$ cat config.mk
export PLATFORM = sky130hd
export DESIGN_NAME = spi_slave_sync
export DESIGN_NICKNAME = d
export VERILOG_FILES = /design/src/rtl/spi_slave_sync.sv
export SDC_FILE = /design/constraint.sdc
export NUM_CORES = 1
export LEC_CHECK = 0
export BUFFER_PORTS_ARGS = -buffer_cell sky130_fd_sc_hd__buf_4
export CAP_MARGIN = 20
export CORE_MARGIN = 3
export CORE_UTILIZATION = 51
export DETAILED_ROUTE_END_ITERATION = 12
export GPL_TIMING_DRIVEN = 0
export PLACE_DENSITY = 0.81
export SLEW_MARGIN = 20
export SYNTH_ARGS = -nofsm -noshare
export SYNTH_HDL_FRONTEND = slang
export SYNTH_SLANG_ARGS = --single-unit
$ cat constraint.sdc
create_clock -name clk -period 1.85 [get_ports clk]
set_input_delay 0.2775 -clock clk [delete_from_list [all_inputs] [get_ports clk]]
set_output_delay 0.2775 -clock clk [all_outputs]
set_load 0.005 [all_outputs]
$ cat src/rtl/spi_slave_sync.sv
// Fully synchronous SPI slave: SCLK/MOSI/SS are oversampled in the clk domain.
// Provides a valid/ready TX handshake, an RX strobe and a scanned row/column history display.
module spi_slave_sync #(
    parameter int              WIDTH    = 8,
    parameter int              CPOL     = 0,
    parameter int              CPHA     = 0,
    parameter int              DEPTH    = 3,
    parameter int              COL_W    = 4,
    parameter int              SCAN_DIV = 150000,
    parameter logic [WIDTH-1:0] FILL    = '1
) (
    input  logic             clk,
    input  logic             rst_n,
    input  logic             SCLK,
    input  logic             MOSI,
    input  logic             SS,
    output logic             MISO,
    output logic             miso_oe,
    input  logic [WIDTH-1:0] tx_data,
    input  logic             tx_valid,
    output logic             tx_ready,
    output logic [WIDTH-1:0] rx_data,
    output logic             rx_valid,
    output logic             underrun,
    output logic             abort,
    output logic [WIDTH-1:0] leds,
    output logic [DEPTH-1:0] rows,
    output logic [COL_W-1:0] cols
);
    localparam int                CNT_W       = $clog2(WIDTH);
    localparam logic [CNT_W-1:0]  LAST_BIT    = CNT_W'(WIDTH - 1);
    localparam int                IDX_W       = $clog2(DEPTH);
    localparam logic [IDX_W-1:0]  LAST_IDX    = IDX_W'(DEPTH - 1);
    localparam int                SCAN_W      = $clog2(SCAN_DIV);
    localparam logic [SCAN_W-1:0] SCAN_RELOAD = SCAN_W'(SCAN_DIV - 1);
    localparam logic              IDLE_SCLK   = (CPOL != 0);
    localparam logic              SAMPLE_TRAIL = (CPHA != 0);

    logic [2:0]         sclk_s;
    logic [2:0]         ss_s;
    logic [1:0]         mosi_s;
    logic [CNT_W-1:0]   bit_cnt;
    logic [WIDTH-2:0]   shift_rx;
    logic [WIDTH-2:0]   shift_tx;
    logic [COL_W-1:0]   history [DEPTH];
    logic [IDX_W-1:0]   scan_idx;
    logic [SCAN_W-1:0]  scan_cnt;

    logic lead_edge, trail_edge, selected, sample_hit, shift_hit;
    logic ss_fall, ss_rise, word_done, load;
    logic [WIDTH-1:0] rx_word, load_word;

    always_ff @(posedge clk or negedge rst_n) begin
        if (!rst_n) begin
            sclk_s <= {3{IDLE_SCLK}};
            ss_s   <= 3'b111;
            mosi_s <= 2'b00;
        end else begin
            sclk_s <= {sclk_s[1:0], SCLK};
            ss_s   <= {ss_s[1:0], SS};
            mosi_s <= {mosi_s[0], MOSI};
        end
    end

    // Edges are accepted while the previous synced SS was low, so a word completing
    // in the same cycle that SS rises is still delivered.
    always_comb begin
        lead_edge  = (sclk_s[2] == IDLE_SCLK) && (sclk_s[1] != IDLE_SCLK);
        trail_edge = (sclk_s[2] != IDLE_SCLK) && (sclk_s[1] == IDLE_SCLK);
        selected   = ~ss_s[2];
        ss_fall    = ss_s[2] & ~ss_s[1];
        ss_rise    = ~ss_s[2] & ss_s[1];
        sample_hit = selected && (SAMPLE_TRAIL ? trail_edge : lead_edge);
        shift_hit  = selected && (SAMPLE_TRAIL ? lead_edge : trail_edge) && (bit_cnt != '0);
        rx_word    = {shift_rx, mosi_s[1]};
        word_done  = sample_hit && (bit_cnt == LAST_BIT);
        load       = ~ss_rise && (ss_fall || word_done);
        load_word  = tx_valid ? tx_data : FILL;
    end

    always_ff @(posedge clk or negedge rst_n) begin
        if (!rst_n) begin
            MISO     <= 1'b0;
            miso_oe  <= 1'b0;
            tx_ready <= 1'b0;
            rx_valid <= 1'b0;
            underrun <= 1'b0;
            abort    <= 1'b0;
            rx_data  <= '0;
            leds     <= '0;
            bit_cnt  <= '0;
            shift_rx <= '0;
            shift_tx <= '0;
            for (int i = 0; i < DEPTH; i++) history[i] <= '0;
        end else begin
            tx_ready <= 1'b0;
            rx_valid <= 1'b0;
            underrun <= 1'b0;
            abort    <= 1'b0;
            if (sample_hit) begin
                shift_rx <= rx_word[WIDTH-2:0];
                bit_cnt  <= bit_cnt + CNT_W'(1);
            end
            if (word_done) begin
                bit_cnt  <= '0;
                rx_data  <= rx_word;
                leds     <= rx_word;
                rx_valid <= 1'b1;
                for (int i = 0; i < DEPTH - 1; i++) history[i] <= history[i+1];
                history[DEPTH-1] <= rx_word[COL_W-1:0];
            end
            if (shift_hit) begin
                MISO     <= shift_tx[WIDTH-2];
                shift_tx <= {shift_tx[WIDTH-3:0], 1'b0};
            end
            if (ss_rise) begin
                abort   <= ~word_done && ((bit_cnt != '0) || sample_hit);
                bit_cnt <= '0;
                miso_oe <= 1'b0;
                MISO    <= 1'b0;
            end else if (load) begin
                shift_tx <= load_word[WIDTH-2:0];
                MISO     <= load_word[WIDTH-1];
                miso_oe  <= 1'b1;
                tx_ready <= tx_valid;
                underrun <= ~tx_valid;
            end
        end
    end

    // Row scan: one-cold row select, columns show the inverted low bits of that entry.
    always_ff @(posedge clk or negedge rst_n) begin
        if (!rst_n) begin
            rows     <= '1;
            cols     <= '0;
            scan_idx <= '0;
            scan_cnt <= '0;
        end else if (scan_cnt == '0) begin
            scan_cnt <= SCAN_RELOAD;
            rows     <= ~(DEPTH'(1) << scan_idx);
            cols     <= ~history[scan_idx];
            scan_idx <= (scan_idx == LAST_IDX) ? '0 : scan_idx + IDX_W'(1);
        end else begin
            scan_cnt <= scan_cnt - SCAN_W'(1);
        end
    end
endmodule
==> results of run 1 <==
[per-layer routing]
layer	GRT usage, %	vias to the layer above
li1	-	1117
met2	26.42	49
met1	23.78	1082
met4	8.499	0
met3	4.943	9
met5	0	-
[sequential cells by signal (all words and copies together) (netlist names), 4 cells and up]
| register | count |
|---|---|
| leds | 8 |
| scan_cnt | 18 |
| history | 8 |
| shift_rx | 7 |
| cols | 4 |
| shift_tx | 7 |
[synth_stat cells (all sizes together), types with 5 or more instances]
| library cell | count | area (um2) |
|---|---|---|
| nand2 | 41 | 153.9 |
| dfstp | 6 | 157.7 |
| nor2 | 18 | 67.56 |
| inv | 6 | 22.52 |
| ha | 5 | 62.56 |
| clkbuf | 9 | 33.78 |
| nor3 | 10 | 50.05 |
| a21oi | 19 | 95.09 |
| nand3 | 7 | 35.03 |
| mux2 | 22 | 247.7 |
| dfrtp | 68 | 1702 |
| mux2i | 11 | 110.1 |
| xor2 | 9 | 78.83 |
| buf | 14 | 116.4 |
[power by group through the flow]
stage	clock network [mW]	logic [mW]	registers (mW)
2_1_floorplan	0	0.0956	1.76
3_3_place_gp	0	0.174	1.77
3_5_place_dp	0	0.179	1.78
4_1_cts	1.17	0.186	1.74
5_1_grt	1.26	0.220	1.76
6_report	1.15	0.187	1.75
[logic make-up (layout without fill, tap and decap cells)]
family	after synthesis	after routing	share of synthesized area (%)
adders and majority gates	5	5	1.903
AOI/OAI and AO/OA	31	31	5.289
buffers and inverters	30	102	5.365
and+or+nand+nor	105	105	16.82
DFF	74	74	56.54
xor gates and xnor gates	12	12	3.197
muxes	33	33	10.88
[layout make-up]
type	count	area (um2)	share of cell area [%]
clock inverters	2	12.51	0.3042
flip-flops and latches	74	1859	45.21
multi-input cells	186	1324	32.19
repair buffers	58	462.9	11.26
inverters	7	26.28	0.6389
clock buffers	13	168.9	4.107
well taps	75	93.84	2.282
plain buffers	22	165.2	4.016
[through the flow]
step                      hold WS, ps  std cells  total power, mW  TNS, ps  area, um2
after floorplan                -18.09        290            1.859   -226.2       3317
after global placement          336.0        407            1.946    -4560       3726
after detailed placement        337.8        407            1.955    -5100       3726
after CTS                       23.96        431            3.102   -347.8       4051
after global routing            17.63        437            3.233    -1393       4113
final                           39.96        437            3.078   -208.5       4113
[path summary, 6_finish.rpt]
path	slack, ps	end	depth (start not counted)	from
worst max-delay path	-40	cols[3]$_DFFE_PN0P_	5	scan_cnt[14]$_DFF_PN0_
worst min-delay path	40	ss_s[0]$_DFF_PN1_	1	SS
worst max register to register	-40	cols[3]$_DFFE_PN0P_	5	scan_cnt[14]$_DFF_PN0_
worst min register to register	350	mosi_s[1]$_DFF_PN0_	0	mosi_s[0]$_DFF_PN0_
max in group asynchronous	1210	shift_rx[0]$_DFFE_PN0P_	1	rst_n
min in group asynchronous	60	sclk_s[0]$_DFF_PN0_	1	rst_n
[critical path: stages, from the launching register on]
cell and delay (ps):
dfrtp_1 380, or4_4 560, nor3b_4 190, and3_1 190
buf_6 160, mux2_4 300
[timing repair]
item | 4_1_cts | 5_1_grt
pin swaps | 3 | 6
buffers inserted | 8 | 6
cloned | 2 | 0
endpoints found under the setup margin | 53 | 44
gates resized for setup | 13 | 11
==> impl_metrics.env, run 1 <==
export IMPL_drt_wl_total_um=5973
export IMPL_fp_dieH_um=86.30
export IMPL_violations="setup timing"
export IMPL_ios=43
export IMPL_num_antenna_cells=0
export IMPL_setup_ws_ps=-35.61
export IMPL_syn_nets=309
export IMPL_std_cell_rows=28
export IMPL_seq_area_frac_synth_pct=56.54
export IMPL_p_clk_share_pct=37.2
export IMPL_p_leak_nw=2.015
export IMPL_drt_iter0_drc=60
export IMPL_cellPowerDensity_nw_per_um2=748.4
export IMPL_swShare_pct=22.93
export IMPL_seq_power_share_pct=56.7
export IMPL_met2_length_um=2796
export IMPL_rsz0062_at_grt="yes"
export IMPL_gp_congestion=0.7622
export IMPL_fin_util_pct=67.47
export IMPL_cp_end_kind="flip-flop"
export IMPL_synth_avg_cell_area_um2=11.34
export IMPL_clock_fmax_mhz=530.3
export IMPL_start_util_pct=53.94
export IMPL_setup_viol=9
export IMPL_clock_skew_ps=9.316
export IMPL_worstSetupPathType="reg2reg"
export IMPL_ys_ff_latch=74
export IMPL_routedWlPerCell_um=13.67
export IMPL_nNetsFinal=377
export IMPL_syn_inst=290
export IMPL_period_needed_ps=1886
export IMPL_drtPass1Iterations=4
export IMPL_grt_ovfl_total=0
export IMPL_p_int_mw=2.372
export IMPL_syn_to_final_growth_pct=25.08
export IMPL_cts_clk_slew_worst_paths_ps=70
export IMPL_place_ws_ps=-292.3
export IMPL_clock_latency_ps=350
export IMPL_dp_hpwl_um=3766
export IMPL_grt_pass1_vias=2221
export IMPL_drive_gt1_share_pct=36.46
export IMPL_pwr_share_comb_pct=6.1
export IMPL_maxCapViolations=0
export IMPL_die_w_um=86.30
export IMPL_ys_warn_count=0
export IMPL_hold_violations=0
export IMPL_critPathRequiredTime_ps=2080
export IMPL_routed_via_density=5.165
export IMPL_synthArstFlopShare_pct=100.0
export IMPL_htree_levels=3
export IMPL_cts_tree="done"
export IMPL_worstMarginPinSlew_ps=900.7
export IMPL_drc=0
export IMPL_clk_path_buf_depth=2
export IMPL_fill_cells=457
export IMPL_top_layer_used="met4"
export IMPL_layout_common_cells="dfrtp_1, buf_4, nand2_1"
export IMPL_cts_root_buffer="clkbuf_8"
export IMPL_routed_wl_met3_um=313
export IMPL_start_kind="flip-flop"
export IMPL_ir_drop_uv=494.2
export IMPL_synth_cell_types=44
export IMPL_outcome="finished, violations left"
export IMPL_fp_coreArea_um2=6096
export IMPL_drtAntennaViolNets=0
export IMPL_grt_pass1_wl_um=10230
export IMPL_max_slew_margin_pct=39.95
export IMPL_grt_max_degree=75
export IMPL_cp_arrival_ps=2110
export IMPL_cts_sinks=74
export IMPL_antenna_found_initial=0
export IMPL_synth_edf_count=0
export IMPL_drv_slew=0
export IMPL_grt_total_usage_pct=17.64
export IMPL_syn_area_um2=3288
export IMPL_cp_max_fo=8
export IMPL_dieArea_um2=7447
export IMPL_place_port_buffers=42
export IMPL_post_route_period_util_pct=101.9
export IMPL_synthFlopType="dfrtp_1"
export IMPL_num_vias=2257
export IMPL_p_switching_uw=705.7
export IMPL_cts_buffers_inserted=9
export IMPL_hp_class="in2reg"
export IMPL_wl_met1_um=2746
export IMPL_hold_buffers=0
Power figures use the tool's default switching activity.
==> run 2, diff against run 1 <==
--- a/config.mk
+++ b/config.mk
@@ -11,6 +11,7 @@
 export CORE_UTILIZATION = 51
 export DETAILED_ROUTE_END_ITERATION = 12
 export GPL_TIMING_DRIVEN = 0
+export HOLD_SLACK_MARGIN = 0.1
 export PLACE_DENSITY = 0.81
 export SLEW_MARGIN = 20
 export SYNTH_ARGS = -nofsm -noshare
==> run 2 against run 1 <==
The run still ends with setup timing left. Fmax is 0.15% lower. Clock power hardly changed. Setup slack worse by 2.8 ps. Power is 0.40% higher. Sequential power hardly changed. Largest cell class unchanged.
==> impl_metrics.env, run 2 (synthesis gave the netlist of run 1 again) <==
export IMPL_outcome="finished, violations left"
export IMPL_violations="setup timing"
export IMPL_cts_tree="done"
export IMPL_drtPass1Iterations=4
export IMPL_fp_dieH_um=86.30
export IMPL_p_leak_nw=2.036
export IMPL_cellPowerDensity_nw_per_um2=742.3
export IMPL_routed_via_density=5.147
export IMPL_start_kind="flip-flop"
export IMPL_cts_clk_slew_worst_paths_ps=70
export IMPL_cp_max_fo=8
export IMPL_multi_input_area_um2=1324
export IMPL_hp_class="in2reg"
export IMPL_fin_util_pct=68.29
export IMPL_hold_violations=0
export IMPL_drt_iter0_drc=62
export IMPL_cp_end_kind="flip-flop"
export IMPL_layout_common_cells="dfrtp_1, buf_4, nand2_1"
export IMPL_setup_viol=10
export IMPL_antenna_found_initial=0
export IMPL_htree_levels=3
export IMPL_nNetsFinal=382
export IMPL_grt_total_usage_pct=17.72
export IMPL_gp_congestion=0.7622
export IMPL_drive_gt1_share_pct=35.97
export IMPL_grt_ovfl_total=0
export IMPL_start_util_pct=53.94
export IMPL_setup_ws_ps=-38.39
export IMPL_routedWlPerCell_um=13.56
export IMPL_cts_root_buffer="clkbuf_8"
export IMPL_clock_skew_ps=8.996
export IMPL_cp_arrival_ps=2120
export IMPL_drt_wl_total_um=5994
export IMPL_dp_hpwl_um=3766
export IMPL_clk_path_buf_depth=2
export IMPL_max_slew_margin_pct=40.50
export IMPL_dieArea_um2=7447
export IMPL_drc=0
export IMPL_clock_fmax_mhz=529.6
export IMPL_cts_sinks=74
export IMPL_num_antenna_cells=0
export IMPL_critPathRequiredTime_ps=2080
export IMPL_largest_register_ffs=18
export IMPL_reg_largest_list="scan_cnt x18, history x8, leds x8"
export IMPL_ir_drop_uv=493.7
export IMPL_grt_pass1_wl_um=10290
export IMPL_regMostFlops="scan_cnt"
export IMPL_syn_to_final_growth_pct=26.60
export IMPL_maxCapViolations=0
export IMPL_num_vias=2275
export IMPL_drv_slew=0
export IMPL_ios=43
export IMPL_grt_max_degree=75
export IMPL_slowest_stage="or4_4"
export IMPL_worstSetupPathType="reg2reg"
export IMPL_die_w_um=86.30
export IMPL_final_seq_area_um2=1859
export IMPL_drtAntennaViolNets=0
export IMPL_grt_pass1_vias=2242
export IMPL_clock_latency_ps=350
export IMPL_rsz0062_at_grt="yes"
export IMPL_std_cell_rows=28
export IMPL_fill_cells=453
export IMPL_place_port_buffers=42
export IMPL_worstMarginPinSlew_ps=892.5
export IMPL_period_needed_ps=1888
export IMPL_fp_coreArea_um2=6096
export IMPL_cp_cell_sequence="or4_4 > nor3b_4 > and3_1 > buf_6 > mux2_4"
export IMPL_cpPeakStageDelay_ps=560
export IMPL_post_route_period_util_pct=102.1
export IMPL_hold_ws_ps=184.9
export IMPL_cts_buffers_inserted=9
run 2: routing by layer:
metal / routed length, um / vias to the layer above / global-route usage, %
li1: - / 1128 / -
met1: 2760 / 1085 / 24.09
met2: 2843 / 55 / 26.56
met3: 283 / 7 / 4.658
met4: 107 / 0 / 8.499
met5: 0 / - / 0
run 2: through the flow:
stage          area [um2]  cells  TNS (ps)  setup WS (ps)  power [mW]
2_1_floorplan        3317    290    -226.2         -40.85       1.859
3_3_place_gp         3726    407     -4560         -216.6       1.946
3_5_place_dp         3726    407     -5100         -292.3       1.955
4_1_cts              4101    436    -347.8         -60.54       3.111
5_1_grt              4163    442     -1393         -130.0       3.242
6_report             4163    442    -220.4         -38.39       3.090
run 2: layout make-up:
cell class / instances / area share [%]
clock buffers: 13 / 4.058
well taps: 75 / 2.254
multi-input cells: 186 / 31.80
clock inverters: 2 / 0.3006
inverters: 7 / 0.6312
flip-flops and latches: 74 / 44.66
repair buffers: 63 / 12.32
plain buffers: 22 / 3.968
run 2: path summary, 6_finish.rpt:
kind	start	endpoint	slack, ps	cells after the start
worst max-delay path	scan_cnt[14]$_DFF_PN0_	cols[3]$_DFFE_PN0P_	-40	5
worst min-delay path	tx_data[3]	shift_tx[3]$_DFF_PN0_	180	3
worst max register to register	scan_cnt[14]$_DFF_PN0_	cols[3]$_DFFE_PN0P_	-40	5
worst min register to register	mosi_s[0]$_DFF_PN0_	mosi_s[1]$_DFF_PN0_	350	0
max in group asynchronous	rst_n	history[6]$_DFFE_PN0P_	660	2
min in group asynchronous	rst_n	shift_tx[3]$_DFF_PN0_	620	2
run 2: power by group:
| part | internal, mW | switching (mW) | leakage [nW] |
|---|---|---|---|
| Sequential | 1.70 | 0.0497 | 0.881 |
| Clock | 0.588 | 0.561 | 0.0915 |
| Combinational | 0.0953 | 0.100 | 1.06 |
run 2: worst max-delay path, delay by kind of cell (launching register included):
kind	cells	cell delay, ps
muxes	1	300
buffers and inverters	1	160
and+or+nand+nor	3	940
DFF	1	380
run 2: timing repair:
item,CTS,global route
gates cloned,2,0
endpoints found under the hold margin,36,0
hold buffers,5,0
resized for setup,13,11
endpoints found under the setup margin,53,44
pin swaps,3,6
setup buffers,8,6
==> run 3, diff against run 2 <==
--- a/config.mk
+++ b/config.mk
@@ -10,10 +10,10 @@
 export CORE_MARGIN = 3
 export CORE_UTILIZATION = 51
 export DETAILED_ROUTE_END_ITERATION = 12
-export GPL_TIMING_DRIVEN = 0
 export HOLD_SLACK_MARGIN = 0.1
 export PLACE_DENSITY = 0.81
 export SLEW_MARGIN = 20
 export SYNTH_ARGS = -nofsm -noshare
 export SYNTH_HDL_FRONTEND = slang
 export SYNTH_SLANG_ARGS = --single-unit
+export TNS_END_PERCENT = 50
==> run 3 against run 2 <==
Setup slack worse by 10 ps. The run still ends with setup timing left. Sequential share of layout area grew 0.42 points. Non-clock buffer count shrank 7. Clock power up 17%. Critical endpoint unchanged. Sequential power is essentially flat. Hold slack worse by 3.0 ps. Count of clock-buffer cells in the layout shrank 1. First-iteration DRC count up 56%. Final area down 0.93%. Via count is 1.3% higher. Power rose by 6.7%. Die area unchanged.
==> impl_metrics.env, run 3 (synthesis gave the netlist of run 1 again) <==
export IMPL_outcome="finished, violations left"
export IMPL_violations="setup timing"
export IMPL_p_leak_nw=2.006
export IMPL_grt_total_usage_pct=18.25
export IMPL_p_switching_uw=743.5
export IMPL_cp_arrival_ps=2130
export IMPL_grt_ovfl_total=0
export IMPL_regMostFlops="scan_cnt"
export IMPL_num_vias=2304
export IMPL_drtPass1Iterations=4
export IMPL_start_kind="flip-flop"
export IMPL_routed_via_density=5.284
export IMPL_cpPeakStageDelay_ps=560
export IMPL_dp_hpwl_um=4241
export IMPL_pwr_share_comb_pct=6.0
export IMPL_total_power_mw=3.298
export IMPL_drive_gt1_share_pct=34.35
export IMPL_num_antenna_cells=0
export IMPL_reg_largest_list="scan_cnt x18, history x8, leds x8"
export IMPL_htree_levels=3
export IMPL_worstMarginPinSlew_ps=556.3
export IMPL_clk_path_buf_depth=2
export IMPL_worstSetupPathType="reg2reg"
export IMPL_dieArea_um2=7447
export IMPL_seq_power_share_pct=53.1
export IMPL_fin_tns_setup_ps=-206.3
export IMPL_clock_fmax_mhz=526.7
export IMPL_drt_wl_total_um=6337
export IMPL_die_w_um=86.30
export IMPL_start_util_pct=53.94
export IMPL_period_needed_ps=1898
export IMPL_ir_drop_uv=519.6
export IMPL_cts_buffers_inserted=9
export IMPL_cp_cell_sequence="or4_4 > nor3b_4 > and3_4 > buf_12 > mux2_4"
export IMPL_drt_iter0_drc=97
export IMPL_drc=0
export IMPL_grt_max_degree=33
export IMPL_cp_end_kind="flip-flop"
export IMPL_slowest_stage="or4_4"
export IMPL_clock_skew_ps=9.729
export IMPL_p_clk_share_pct=40.9
export IMPL_hp_class="in2reg"
export IMPL_grt_pass1_vias=2272
export IMPL_clock_latency_ps=350
export IMPL_place_port_buffers=42
export IMPL_p_int_mw=2.554
export IMPL_crit_family="simple AND/OR/NAND/NOR gates"
export IMPL_critPathRequiredTime_ps=2080
export IMPL_ios=43
export IMPL_drv_slew=0
export IMPL_cp_num_buf_inv=1
export IMPL_fp_dieH_um=86.30
export IMPL_post_route_period_util_pct=102.6
export IMPL_fill_cells=461
export IMPL_std_cell_rows=28
export IMPL_cts_clk_slew_worst_paths_ps=70
export IMPL_rsz0062_at_grt="yes"
export IMPL_swShare_pct=22.55
export IMPL_cellPowerDensity_nw_per_um2=799.6
export IMPL_nNetsFinal=375
export IMPL_grt_pass1_wl_um=10550
export IMPL_cts_root_buffer="clkbuf_8"
export IMPL_layout_common_cells="dfrtp_1, buf_4, nand2_1"
export IMPL_place_ws_ps=-84.11
export IMPL_cp_max_fo=8
export IMPL_setup_ws_ps=-48.50
export IMPL_largest_register_ffs=18
export IMPL_antenna_found_initial=0
export IMPL_fin_util_pct=67.65
export IMPL_routedWlPerCell_um=14.53
export IMPL_drtAntennaViolNets=0
export IMPL_gp_congestion=0.8109
export IMPL_hold_ws_ps=181.9
export IMPL_max_slew_margin_pct=62.77
export IMPL_maxCapViolations=0
export IMPL_hold_violations=0
export IMPL_setup_viol=6
export IMPL_syn_to_final_growth_pct=25.42
export IMPL_cts_sinks=74
export IMPL_fp_coreArea_um2=6096
export IMPL_cts_tree="done"
[run 3: path summary, 6_finish.rpt]
check | startpoint | endpoint | slack [ps] | cells past startpoint
setup / recovery | scan_cnt[14]$_DFF_PN0_ | cols[3]$_DFFE_PN0P_ | -50 | 5
hold / removal | tx_data[6] | shift_tx[6]$_DFF_PN0_ | 180 | 3
setup reg to reg | scan_cnt[14]$_DFF_PN0_ | cols[3]$_DFFE_PN0P_ | -50 | 5
min in group asynchronous | rst_n | sclk_s[0]$_DFF_PN0_ | 420 | 2
hold reg to reg | mosi_s[0]$_DFF_PN0_ | mosi_s[1]$_DFF_PN0_ | 350 | 0
max in group asynchronous | rst_n | cols[3]$_DFFE_PN0P_ | 890 | 3
[run 3: per-layer routing]
layer | track usage, % | vias up | wire [um]
li1 | - | 1114 | -
met1 | 23.44 | 1131 | 2835
met2 | 29.85 | 49 | 3126
met5 | 0 | - | 0
met3 | 4.468 | 10 | 261
met4 | 7.224 | 0 | 113
[run 3: power groups by stage]
stage	clock network, mW	logic, mW	registers, mW
global route	1.44	0.231	1.76
global placement	0	0.182	1.77
finish	1.35	0.197	1.75
floorplan	0	0.0956	1.76
CTS	1.37	0.202	1.75
detailed placement	0	0.191	1.78
[run 3: worst min-delay path: stages]
cell     delay (ps)
buf_4            80
nor3_1           40
a21oi_1         100
[run 3: repair_timing]
| action | 4_1_cts | 5_1_grt |
|---|---|---|
| hold buffers | 5 | 0 |
| endpoints found under the setup margin | 29 | 29 |
| pin swaps | 2 | 0 |
| buffers inserted | 4 | 1 |
| endpoints found under the hold margin | 28 | 0 |
| resized for setup | 3 | 5 |
[run 3: final cells by class]
type / count / area [um2] / area share (%)
inverter: 7 / 26.28 / 0.6371
clock inverter: 4 / 76.32 / 1.851
multi-input combinational: 186 / 1299 / 31.49
timing repair buffer: 78 / 634.4 / 15.38
sequential: 74 / 1859 / 45.08
clock buffer: 12 / 135.1 / 3.277
tap: 75 / 93.84 / 2.275
[run 3: stage by stage]
stage          std cells  cell area (um2)
6_report             436             4124
5_1_grt              436             4124
4_1_cts              435             4095
3_5_place_dp         410             3792
3_3_place_gp         410             3792
2_1_floorplan        290             3317
